$ cat config.mk
export PLATFORM = sky130hd
export DESIGN_NAME = spi_burst_controller
export DESIGN_NICKNAME = d
export VERILOG_FILES = /design/src/rtl/spi_pkg.sv /design/src/rtl/spi_clk_gen.sv /design/src/rtl/spi_burst_controller.sv
export SDC_FILE = /design/constraint.sdc
export NUM_CORES = 1
export LEC_CHECK = 0
export BUFFER_PORTS_ARGS = -buffer_cell sky130_fd_sc_hd__buf_2
export CELL_PAD_IN_SITES_DETAIL_PLACEMENT = 0
export CELL_PAD_IN_SITES_GLOBAL_PLACEMENT = 1
export CORE_AREA = 4 4 98 100
export CTS_CLUSTER_DIAMETER = 200
export DETAILED_ROUTE_END_ITERATION = 8
export DIE_AREA = 0 0 102 104
export PLACE_DENSITY_LB_ADDON = 0.1
export SLEW_MARGIN = 10
export SYNTH_ARGS = -nofsm -noshare
export SYNTH_HDL_FRONTEND = slang
export SYNTH_HIERARCHICAL = 1
export SYNTH_SLANG_ARGS = --single-unit
$ cat constraint.sdc
create_clock -name clk -period 7.5 [get_ports clk]
set_input_delay 1.5 -clock clk [delete_from_list [all_inputs] [get_ports clk]]
set_output_delay 1.5 -clock clk [all_outputs]
set_load 0.01 [all_outputs]
$ cat src/rtl/spi_pkg.sv
// Shared types and constants for the SPI burst controller and its clock generator.
package spi_pkg;

    typedef enum logic [1:0] {
        OP_TX   = 2'b00,
        OP_RX   = 2'b01,
        OP_XFER = 2'b10
    } spi_op_t;

    typedef enum logic [2:0] {
        ST_IDLE,
        ST_LOAD,
        ST_SHIFT,
        ST_STORE,
        ST_DONE
    } spi_state_t;

    localparam logic SPI_IDLE_MOSI = 1'b1;

    // The reserved encoding 2'b11 behaves as a read-only burst.
    function automatic spi_op_t decode_op(input logic [1:0] op_raw);
        spi_op_t res;
        case (op_raw)
            2'b00:   res = OP_TX;
            2'b10:   res = OP_XFER;
            default: res = OP_RX;
        endcase
        return res;
    endfunction

endpackage

$ cat src/rtl/spi_clk_gen.sv
// SCLK generator: sixteen half-periods of D+1 cycles per byte, low phase first,
// with strobes marking the rising edge, the inner falling edges and the byte end.
module spi_clk_gen
    import spi_pkg::*;
#(
    parameter int DIV_W = 8
) (
    input  logic             clk,
    input  logic             rst_n,
    input  logic             en_i,
    input  logic [DIV_W-1:0] div_i,
    output logic             sclk_o,
    output logic             rise_o,
    output logic             fall_o,
    output logic             byte_end_o
);

    logic [DIV_W-1:0] cnt_q, cnt_d;
    logic [3:0]       phase_q, phase_d;
    logic             sclk_q, sclk_d;
    logic             tick;

    // Even phases are low, odd phases high; phase 15 ends the byte.
    assign tick       = en_i && (cnt_q == '0);
    assign rise_o     = tick && !phase_q[0];
    assign fall_o     = tick && phase_q[0] && (phase_q != 4'd15);
    assign byte_end_o = tick && (phase_q == 4'd15);
    assign sclk_o     = sclk_q;

    always_comb begin
        cnt_d   = cnt_q;
        phase_d = phase_q;
        sclk_d  = sclk_q;
        if (!en_i) begin
            cnt_d   = div_i;
            phase_d = 4'd0;
            sclk_d  = 1'b0;
        end else if (tick) begin
            cnt_d   = div_i;
            phase_d = phase_q + 4'd1;
            sclk_d  = !phase_q[0];
        end else begin
            cnt_d = cnt_q - 1'b1;
        end
    end

    always_ff @(posedge clk or negedge rst_n) begin
        if (!rst_n) begin
            cnt_q   <= '0;
            phase_q <= 4'd0;
            sclk_q  <= 1'b0;
        end else begin
            cnt_q   <= cnt_d;
            phase_q <= phase_d;
            sclk_q  <= sclk_d;
        end
    end

endmodule

$ cat src/rtl/spi_burst_controller.sv
// SPI mode-0 burst master between a local byte memory and an SD card, with a
// runtime SCLK divider and TX / RX / full-duplex transfer modes.
module spi_burst_controller
    import spi_pkg::*;
#(
    parameter int          MEMORY_SIZE_IN_BYTES = 512,
    parameter int          DIV_W                = 8,
    parameter logic [7:0]  FILL_BYTE            = 8'hFF,
    localparam int         AW                   = $clog2(MEMORY_SIZE_IN_BYTES)
) (
    input  logic             clk,
    input  logic             rst_n,
    input  logic             start,
    input  logic [1:0]       op,
    input  logic [AW:0]      size,
    input  logic [DIV_W-1:0] clk_div,
    output logic [AW-1:0]    address,
    input  logic [7:0]       data_in,
    output logic [7:0]       data_out,
    output logic             wr,
    output logic             busy,
    output logic             done,
    output logic             sclk,
    output logic             mosi,
    input  logic             miso
);

    localparam logic [AW:0] REM_LAST = 1;

    spi_state_t       state_q, state_d;
    spi_op_t          op_q;
    logic [DIV_W-1:0] div_q;
    logic [AW:0]      rem_q;
    logic [AW-1:0]    addr_q;
    logic [7:0]       tx_q;
    logic [7:0]       rx_q;
    logic [7:0]       load_byte;
    logic             accept;
    logic             rise, fall, byte_end;

    assign accept    = (state_q == ST_IDLE) && start;
    assign load_byte = (op_q == OP_RX) ? FILL_BYTE : data_in;

    spi_clk_gen #(
        .DIV_W(DIV_W)
    ) u_clk_gen (
        .clk        (clk),
        .rst_n      (rst_n),
        .en_i       (state_q == ST_SHIFT),
        .div_i      (div_q),
        .sclk_o     (sclk),
        .rise_o     (rise),
        .fall_o     (fall),
        .byte_end_o (byte_end)
    );

    always_ff @(posedge clk or negedge rst_n) begin
        if (!rst_n) begin
            state_q <= ST_IDLE;
        end else begin
            state_q <= state_d;
        end
    end

    always_comb begin
        state_d = state_q;
        case (state_q)
            ST_IDLE:  if (start) state_d = (size == '0) ? ST_DONE : ST_LOAD;
            ST_LOAD:  state_d = ST_SHIFT;
            ST_SHIFT: if (byte_end) state_d = ST_STORE;
            ST_STORE: state_d = (rem_q == REM_LAST) ? ST_DONE : ST_LOAD;
            ST_DONE:  state_d = ST_IDLE;
            default:  state_d = ST_IDLE;
        endcase
    end

    always_comb begin
        busy = (state_q != ST_IDLE);
        done = (state_q == ST_DONE);
        wr   = (state_q == ST_STORE) && (op_q != OP_TX);
    end

    assign address  = addr_q;
    assign data_out = rx_q;
    assign mosi     = tx_q[7];

    // Burst parameters are captured once so later input changes cannot disturb a running burst.
    always_ff @(posedge clk) begin
        if (accept) begin
            op_q  <= decode_op(op);
            div_q <= clk_div;
            rem_q <= size;
        end else if (state_q == ST_STORE) begin
            rem_q <= rem_q - 1'b1;
        end
    end

    always_ff @(posedge clk or negedge rst_n) begin
        if (!rst_n) begin
            addr_q <= '0;
            rx_q   <= 8'h00;
            tx_q   <= {8{SPI_IDLE_MOSI}};
        end else begin
            if (accept) begin
                addr_q <= '0;
            end else if (state_q == ST_STORE) begin
                addr_q <= addr_q + 1'b1;
            end

            if (rise) begin
                rx_q <= {rx_q[6:0], miso};
            end

            // MOSI returns to its idle level whenever the bus is leaving the data phase.
            if ((state_d == ST_DONE) || (state_d == ST_IDLE)) begin
                tx_q <= {8{SPI_IDLE_MOSI}};
            end else if (state_q == ST_LOAD) begin
                tx_q <= load_byte;
            end else if (fall) begin
                tx_q <= {tx_q[6:0], 1'b0};
            end
        end
    end

endmodule

======== Word-level counts from Yosys, hierarchy flattened ========
Index checks and enable logic that the tools add are counted.
Widths: inputs -> output; s select.
word-level totals
  flip-flop bits (word level) ............. 61
  latch bits .............................. 0
  RAM bits ................................ 0
  ROM bits ................................ 0
  output and inout port bits .............. 22
  logic and storage cells ................. 63
  memories ................................ 0
cells by class
  $add $sub $neg .......................... 4
  $mul .................................... 0
  divide/modulo/power cells ............... 0
  $lt $le $gt $ge ......................... 0
  equality and inequality tests ........... 11
  shift-type cells ........................ 0
  mux-type cells .......................... 20
  bitwise gates (word level) .............. 0
  reductions and logical operators ........ 18
operator list
  operator               count
  $mux 8                 6
  $mux 10                2
  $mux 9                 2
  $mux 3                 4
  $pmux 3 s4             1
  $eq 10x1->1 const B    1
  $logic_not 10->1       1
  $sub 10x1->10 const B  1
  $add 9x1->9 const B    1
  $logic_not 8->1        1
  $mux 4                 2
  $sub 8x1->8 const B    1
  $logic_and 1x1->1      7
  $eq 3x2->1 const B     2
  $eq 3x3->1 const B     2
  $logic_not 3->1        2
  $reduce_bool 3->1      2
  $add 4x1->4 const B    1
  $eq 4x4->1 const B     1
  $ne 4x4->1 const B     1
  $pmux 2 s2             1
  $reduce_bool 2->1      2
  $eq 3x1->1 const B     1
  $eq 2x1->1 const B     1
  6 further kinds        7

======== Depth between registers and ports, before layout ========
Gate-level depths: netlist of the first run.
  word-level depth ........................ 8
  depth in mapped cells ................... 8
  depth with buffers taken out ............ 7

======== Hierarchy ========
Netlist of the first run, hierarchy kept.
by module, submodules not included
  module                instances  cells an instance  area an instance (um^2)  sequential area each (um^2)
  spi_burst_controller  1          200                2,324.7                  1,311.3
  spi_clk_gen           1          71                 671.9                    300.3

======== Worst setup path before layout of the first run ========
OpenSTA, ideal clock, no wires.
  path kind ............................... input port to flip-flop
  start point ............................. in start
  end point ............................... reg div_q[0], enable pin
  setup time .............................. 332 ps
  arrival ................................. 2,424 ps
  path slack .............................. 4,744 ps
  stages on the path ...................... 4
  buffers on the path ..................... 2
  cells stage by stage .................... or4b_4 -> buf_6 -> inv_2 -> buf_2
on the way
  word-level cells in the longest chain between the ends .. 1
ends and longest elaborated chain
  element               line                        text
  start, declared       spi_burst_controller.sv:13  input logic start,
  $logic_and 1x1->1     spi_burst_controller.sv:41  assign accept = (state_q == ST_IDLE) && start;
  net accept            spi_burst_controller.sv:38  logic accept;
  end signal, assigned  spi_burst_controller.sv:91  div_q <= clk_div;
  end, declared         spi_burst_controller.sv:32  logic [DIV_W-1:0] div_q;
The timed path passes the listed nets, and every way through them passes these cells.
A chain may end at the register's enable or synchronous reset.

======== Worst setup path in the final report of the first run ========
  start point ............................. reg state_q[0]
  end point ............................... out wr
on the way
  word-level cells in the longest chain between the ends .. 2
ends and longest elaborated chain
  element                 line                        text
  start, declared         spi_burst_controller.sv:30  spi_state_t state_q, state_d;
  start signal, assigned  spi_burst_controller.sv:61  state_q <= state_d;
  $eq 3x2->1              spi_burst_controller.sv:80  wr = (state_q == ST_STORE) && (op_q != OP_TX);
  $logic_and 1x1->1       spi_burst_controller.sv:80
  end, declared           spi_burst_controller.sv:20  output logic wr,
Every way passes these cells.

==> flow_summary.yaml, run 1 <==
synthesis:
  post-synth-top-area-cell: "dfrtp_1"
  yosysWarnings: 6
  synth_area_sq_um: 2997
  synth.distinct_cells: 48
  syn_nets: 309
  synth-seq-cells: 60
  postSynthCellCount: 271
  yosysTopAreaCellShare: 0.2672
  synthArstFlopShare: 0.6667
  synth-edff-count: 20
  netlist_top_cells_count: "nand2_1 (36), dfrtp_1 (32), nor2_1 (28)"
  yosysMostFrequentCell: "nand2_1"
  ys_seq_area_frac: 0.5378
  yosys-top-cells-area: "dfrtp_1 (27%), edfxtp_1 (20%), dfstp_2 (7.0%)"
  synth.avg_cell_area_sq_um: 11.06
  ys.flop_type: "dfrtp_1"
global_route:
  grt.overflow.total: 0
  antenna_found_initial: 0
  grt.total_usage: 0.1241
  grt_pass1_wl_microns: 10300
  grt_max_degree: 41
  grt_pass1_vias: 2115
floorplanning:
  fp.coreArea_sq_um: 8678
  pin_count: 54
  die_area_sq_um: 10610
  start_util: 0.3453
  die_h_microns: 104
  dieWidth_microns: 102
  num_rows: 34
drt:
  vias: 2093
  wl_per_cell_microns: 14.25
  drt_iter0_markers: 56
  drc: 0
  vias_per_cell: 4.779
  final_antenna_net_count: 0
  routed_wl_microns: 6241
  first_pass_iters: 4
worst_setup_path:
  rrSetupSlack_ns: 4.84
  rr_worst_depth: 6
  crit_path_start: "state_q[0]"
  crit_type: "reg -> out"
  crit_cells: 4
  r2r-end: "tx_q[6]"
  cp_slowest_stage_delay_ns: 0.50
  slowest_stage: "dfrtp_1"
  end_kind: "primary output"
  path_cells: "nand2_1 -> or2_2 -> nor2_1 -> buf_2"
  crit_family: "simple AND/OR/NAND/NOR gates"
  reg2reg_from: "u_clk_gen/cnt_q[4]"
  critPathArrivalTime_ns: 1.57
  cp.required_ns: 6.00
  path_buf_inv: 1
  startpoint_type: "flip-flop"
  worstPathMaxFanout: 9
cells_and_area:
  area_growth_pct: 17.54
  drive_gt1_frac: 0.3061
  antenna_cells: 0
  design_area_sq_um: 3522
  finalNonFillerCells: 438
  final_util: 0.4059
  nets: 363
clock_network:
  insertion_delay_ns: 0.33
  cts_hold_buf: 0
  post-cts-setup-buffer-count: 0
  cts_max_level: 3
  path_clk_slew_ns: 0.07
  cts_resized: 0
  tritoncts: "built"
  cts_buffers: 9
  clkSinkCount: 60
  clockBufferDepth: 2
  cts_root_buf: "clkbuf_8"
worst_hold_path:
  min_to: "u_clk_gen/cnt_q[2]"
  holdPathStages: 2
  min_path_type: "reg -> reg"
  hold_start: "div_q[2]"
placed_design:
  portBuffers: 53
  gp_congestion: 0.7630
  pre_cts_ws_ns: 4.418
  placed_cells: 422
  dp_hpwl_microns: 4366
  placed_cell_area_sq_um: 3341
sta:
  post-route-min-period_ns: 3.067
  rsz0062_at_grt: "no"
  relSlewSlack: 0.3722
  setup_tns_ns: 0
  tightest_slew_ns: 0.9417
  fin_hold_ws_ns: 0.4490
  fin_crit_sh: 0.4089
  clock_skew_ns: 0.007337
  setup_ws_ns: 4.433
  setup_viol: 0
  finalHoldViolCount: 0
  max_freq_mhz: 326.1
  maxSlewViolCount: 0
power_and_ir_drop:
  ir_worst_vdd_v: 0.0001123
  power_density_nw_per_um2: 348.1
  power_mw: 1.226
  power.leakage_nw: 1.537
status:
  run_status: "complete, no violations"
run:
  max_cap_viol_count: 0
## sequential cells by signal (all words and copies together), names as in the netlist, 2 cells and up
name,cells
u_clk_gen/cnt_q,8
tx_q,8
data_out,8
op_q,2
address,9
state_q,3
u_clk_gen/phase_q,3
rem_q,10
div_q,8
## layout make-up
class                   count  area [sq um]
clock inverters             1         5.005
well taps                 108         135.1
multi-input cells         192          1287
flip-flops and latches     60          1612
repair buffers             55         280.3
fillers                   892          5156
inverters                   7         26.28
clock buffers              15         176.4
## power by group
part           switching, mW  internal [mW]
clock network          0.124          0.147
registers             0.0820          0.467
logic                  0.232          0.174
total                  0.438          0.788
## layout by cell type, fill, tap and decap left out, types with 3 or more instances in the layout
cell type | synthesis | routed
and3_1 | 3 | 3
and2_1 | 3 | 3
dfstp_2 | 8 | 8
dfrtp_1 | 32 | 32
o21ai_0 | 15 | 15
xor2_1 | 16 | 16
edfxtp_1 | 20 | 20
mux2_2 | 13 | 13
nor4_1 | 4 | 4
inv_1 | 6 | 6
clkbuf_8 | 0 | 12
nor2b_1 | 5 | 5
buf_2 | 3 | 53
a21oi_1 | 4 | 4
nand2_1 | 36 | 36
ha_1 | 6 | 6
nand3_1 | 10 | 10
nor2_1 | 28 | 28
xnor2_1 | 9 | 9
nand4_1 | 4 | 4
o22ai_1 | 5 | 5
clkbuf_1 | 5 | 3
nor3b_1 | 3 | 3
## how the worst max path moves through the flow
stage                    end
finish                    wr
CTS                       wr
floorplan           div_q[0]
detailed placement  rem_q[2]
global route              wr
global placement    rem_q[9]
## worst min-delay path, cell delays in order, from the launching register on
cell and delay (ns):
edfxtp_1 0.32, nand2_1 0.04, o21ai_0 0.05
## layer usage
layer / GRT usage / vias up / routed length, microns
met3: 0.04359 / 6 / 299
li1: - / 1054 / -
met4: 0.03936 / 0 / 65
met5: 0 / - / 0
met2: 0.1890 / 41 / 2974
met1: 0.1641 / 992 / 2901
## cells by family after synthesis
| family | Yosys count | synth area share |
|---|---|---|
| xor+xnor | 25 | 0.07307 |
| mux | 15 | 0.05553 |
| simple gates | 111 | 0.1850 |
| buf+inv | 19 | 0.03256 |
| compound gates | 35 | 0.09103 |
| fa+ha+maj | 6 | 0.02505 |
| flops | 60 | 0.5378 |
Note: power is estimated with default switching activity, not from simulation.
==> run 2, diff against run 1 <==
==> constraint.sdc (replaced) <==
create_clock -name clk -period 2.73 [get_ports clk]
set_input_delay 0.546 -clock clk [delete_from_list [all_inputs] [get_ports clk]]
set_output_delay 0.546 -clock clk [all_outputs]
set_load 0.01 [all_outputs]
==> run 2 against run 1 <==
Effect of this change:
- flip-flop and latch count unchanged
- critical path depth increased by 3
- register-to-register slack got worse by 4.2 ns
- clock-buffer cell count decreased by 4
- combinational power increased to 2.8 times the previous value
- global-route usage decreased by 0.30 points
- final area increased by 1.1%
- non-clock buffer count increased by 5
- via count increased by 1.8%
- total power increased to 2.8 times the previous value
- routed wire length decreased by 1.7%
- largest power group unchanged
- highest routed layer unchanged
==> flow_summary.yaml, run 2 (synthesis gave the netlist of run 1 again) <==
drt:
  drt_iter0_markers: 37
  vias_per_cell: 4.808
  wl_per_cell_microns: 13.85
  first_pass_iters: 4
  routed_wl_microns: 6137
  vias: 2130
  final_antenna_net_count: 0
  drc: 0
worst_setup_path:
  reg2reg_from: "u_clk_gen/cnt_q[3]"
  cp.required_ns: 2.97
  critPathArrivalTime_ns: 2.37
  rr_worst_depth: 7
  startpoint_type: "flip-flop"
  worstPathMaxFanout: 6
  rrSetupSlack_ns: 0.61
  end_kind: "flip-flop"
  r2r-end: "tx_q[5]"
  crit_type: "reg -> reg"
global_route:
  grt_pass1_wl_microns: 10170
  grt.overflow.total: 0
  grt_max_degree: 41
  grt_pass1_vias: 2179
  antenna_found_initial: 0
  grt.total_usage: 0.1210
cells_and_area:
  area_growth_pct: 18.83
  drive_gt1_frac: 0.3194
  final_util: 0.4103
  top_register: "rem_q"
  nets: 368
  fillers: 895
  final_cell_mix: "buf_2 (53), nand2_1 (36), dfrtp_1 (32)"
  largest_register_ffs: 10
  antenna_cells: 0
  final_common_cell: "buf_2"
power_and_ir_drop:
  power.leakage_nw: 1.567
  switching_share: 0.3571
  combinationalPowerShare: 0.334
  p_int_mw: 2.194
  ir_worst_vdd_v: 0.0003365
  power_density_nw_per_um2: 958.5
  power_frac_seq: 0.440
  switchingPower_mw: 1.219
  power_mw: 3.413
  p_clk_frac: 0.226
sta:
  post-route-min-period_ns: 2.123
  relSlewSlack: 0.3841
  max_freq_mhz: 471.1
  maxSlewViolCount: 0
  clock_skew_ns: 0.01309
  setup_viol: 0
  tightest_slew_ns: 0.9239
  setup_tns_ns: 0
  finalHoldViolCount: 0
  fin_crit_sh: 0.7775
  rsz0062_at_grt: "no"
  fin_hold_ws_ns: 0.3563
worst_hold_path:
  min_path_type: "in -> async"
clock_network:
  cts_max_level: 3
  clockBufferDepth: 2
  insertion_delay_ns: 0.33
  tritoncts: "built"
  cts_buffers: 9
  cts_resized: 0
  clkSinkCount: 60
  cts_hold_buf: 0
  cts_root_buf: "clkbuf_8"
  path_clk_slew_ns: 0.07
  post-cts-setup-buffer-count: 0
placed_design:
  dp_hpwl_microns: 4422
  gp_congestion: 0.7005
  portBuffers: 53
floorplanning:
  die_area_sq_um: 10610
  num_rows: 34
  start_util: 0.3453
  die_h_microns: 104
  fp.coreArea_sq_um: 8678
  dieWidth_microns: 102
  pin_count: 54
status:
  run_status: "complete, no violations"
run:
  max_cap_viol_count: 0
==> run 2: changes by cell type in the layout (fill, tap and decap cells not counted) <==
cell       delta
buf_4         +5
bufinv_16     +1
clkbuf_1      -1
clkbuf_8      -3
clkinv_2      +2
inv_4         +1
==> run 2: through the flow <==
stage,setup WS [ns],instance area (sq um),std cells
finish,0.6073,3561,443
global route,0.4361,3561,443
CTS,0.5714,3561,443
detailed placement,0.6099,3378,427
global placement,0.6439,3378,427
floorplan,0.3525,2997,271
==> run 2: layer usage <==
metal | global-route usage | vias to the layer above | share of wire
met5 | 0 | - | 0
li1 | - | 1066 | -
met4 | 0.04780 | 0 | 0.016
met3 | 0.02884 | 8 | 0.040
met2 | 0.1862 | 40 | 0.46
met1 | 0.1627 | 1016 | 0.48
==> run 2: power by group through the flow <==
stage	logic [mW]	clock network [mW]	registers, mW
CTS	1.17	0.800	1.50
global route	1.31	0.833	1.54
finish	1.14	0.771	1.50
global placement	1.17	0	1.51
floorplan	0.915	0	1.46
detailed placement	1.16	0	1.52
==> run 2: area by class of cell <==
class | instances | area [sq um] | share of cell area
flip-flops and latches | 60 | 1612 | 0.4526
multi-input cells | 192 | 1287 | 0.3616
repair buffers | 60 | 317.8 | 0.08925
well taps | 108 | 135.1 | 0.03795
clock buffers | 11 | 131.4 | 0.03689
clock inverters | 5 | 51.30 | 0.01441
inverters | 7 | 26.28 | 0.007379
==> run 2: worst max path at each step <==
stage	startpoint	to	slack (ns)	cells after the start
after global routing	u_clk_gen/cnt_q[3]	tx_q[7]	0.44	7
after CTS	u_clk_gen/cnt_q[3]	tx_q[5]	0.57	7
after floorplan	state_q[2]	tx_q[3]	0.35	8
after detailed placement	u_clk_gen/cnt_q[3]	tx_q[5]	0.61	7
after global placement	u_clk_gen/cnt_q[3]	tx_q[3]	0.64	7
final	u_clk_gen/cnt_q[3]	tx_q[5]	0.61	7
==> run 2: critical path: stages (launching register included) <==
cell and delay [ns]:
dfrtp_1 0.43, nor4_1 0.28, buf_4 0.18, nand4_1 0.14, nor2_1 0.41, mux2_2 0.39, o22ai_1 0.14, nand2_1 0.08
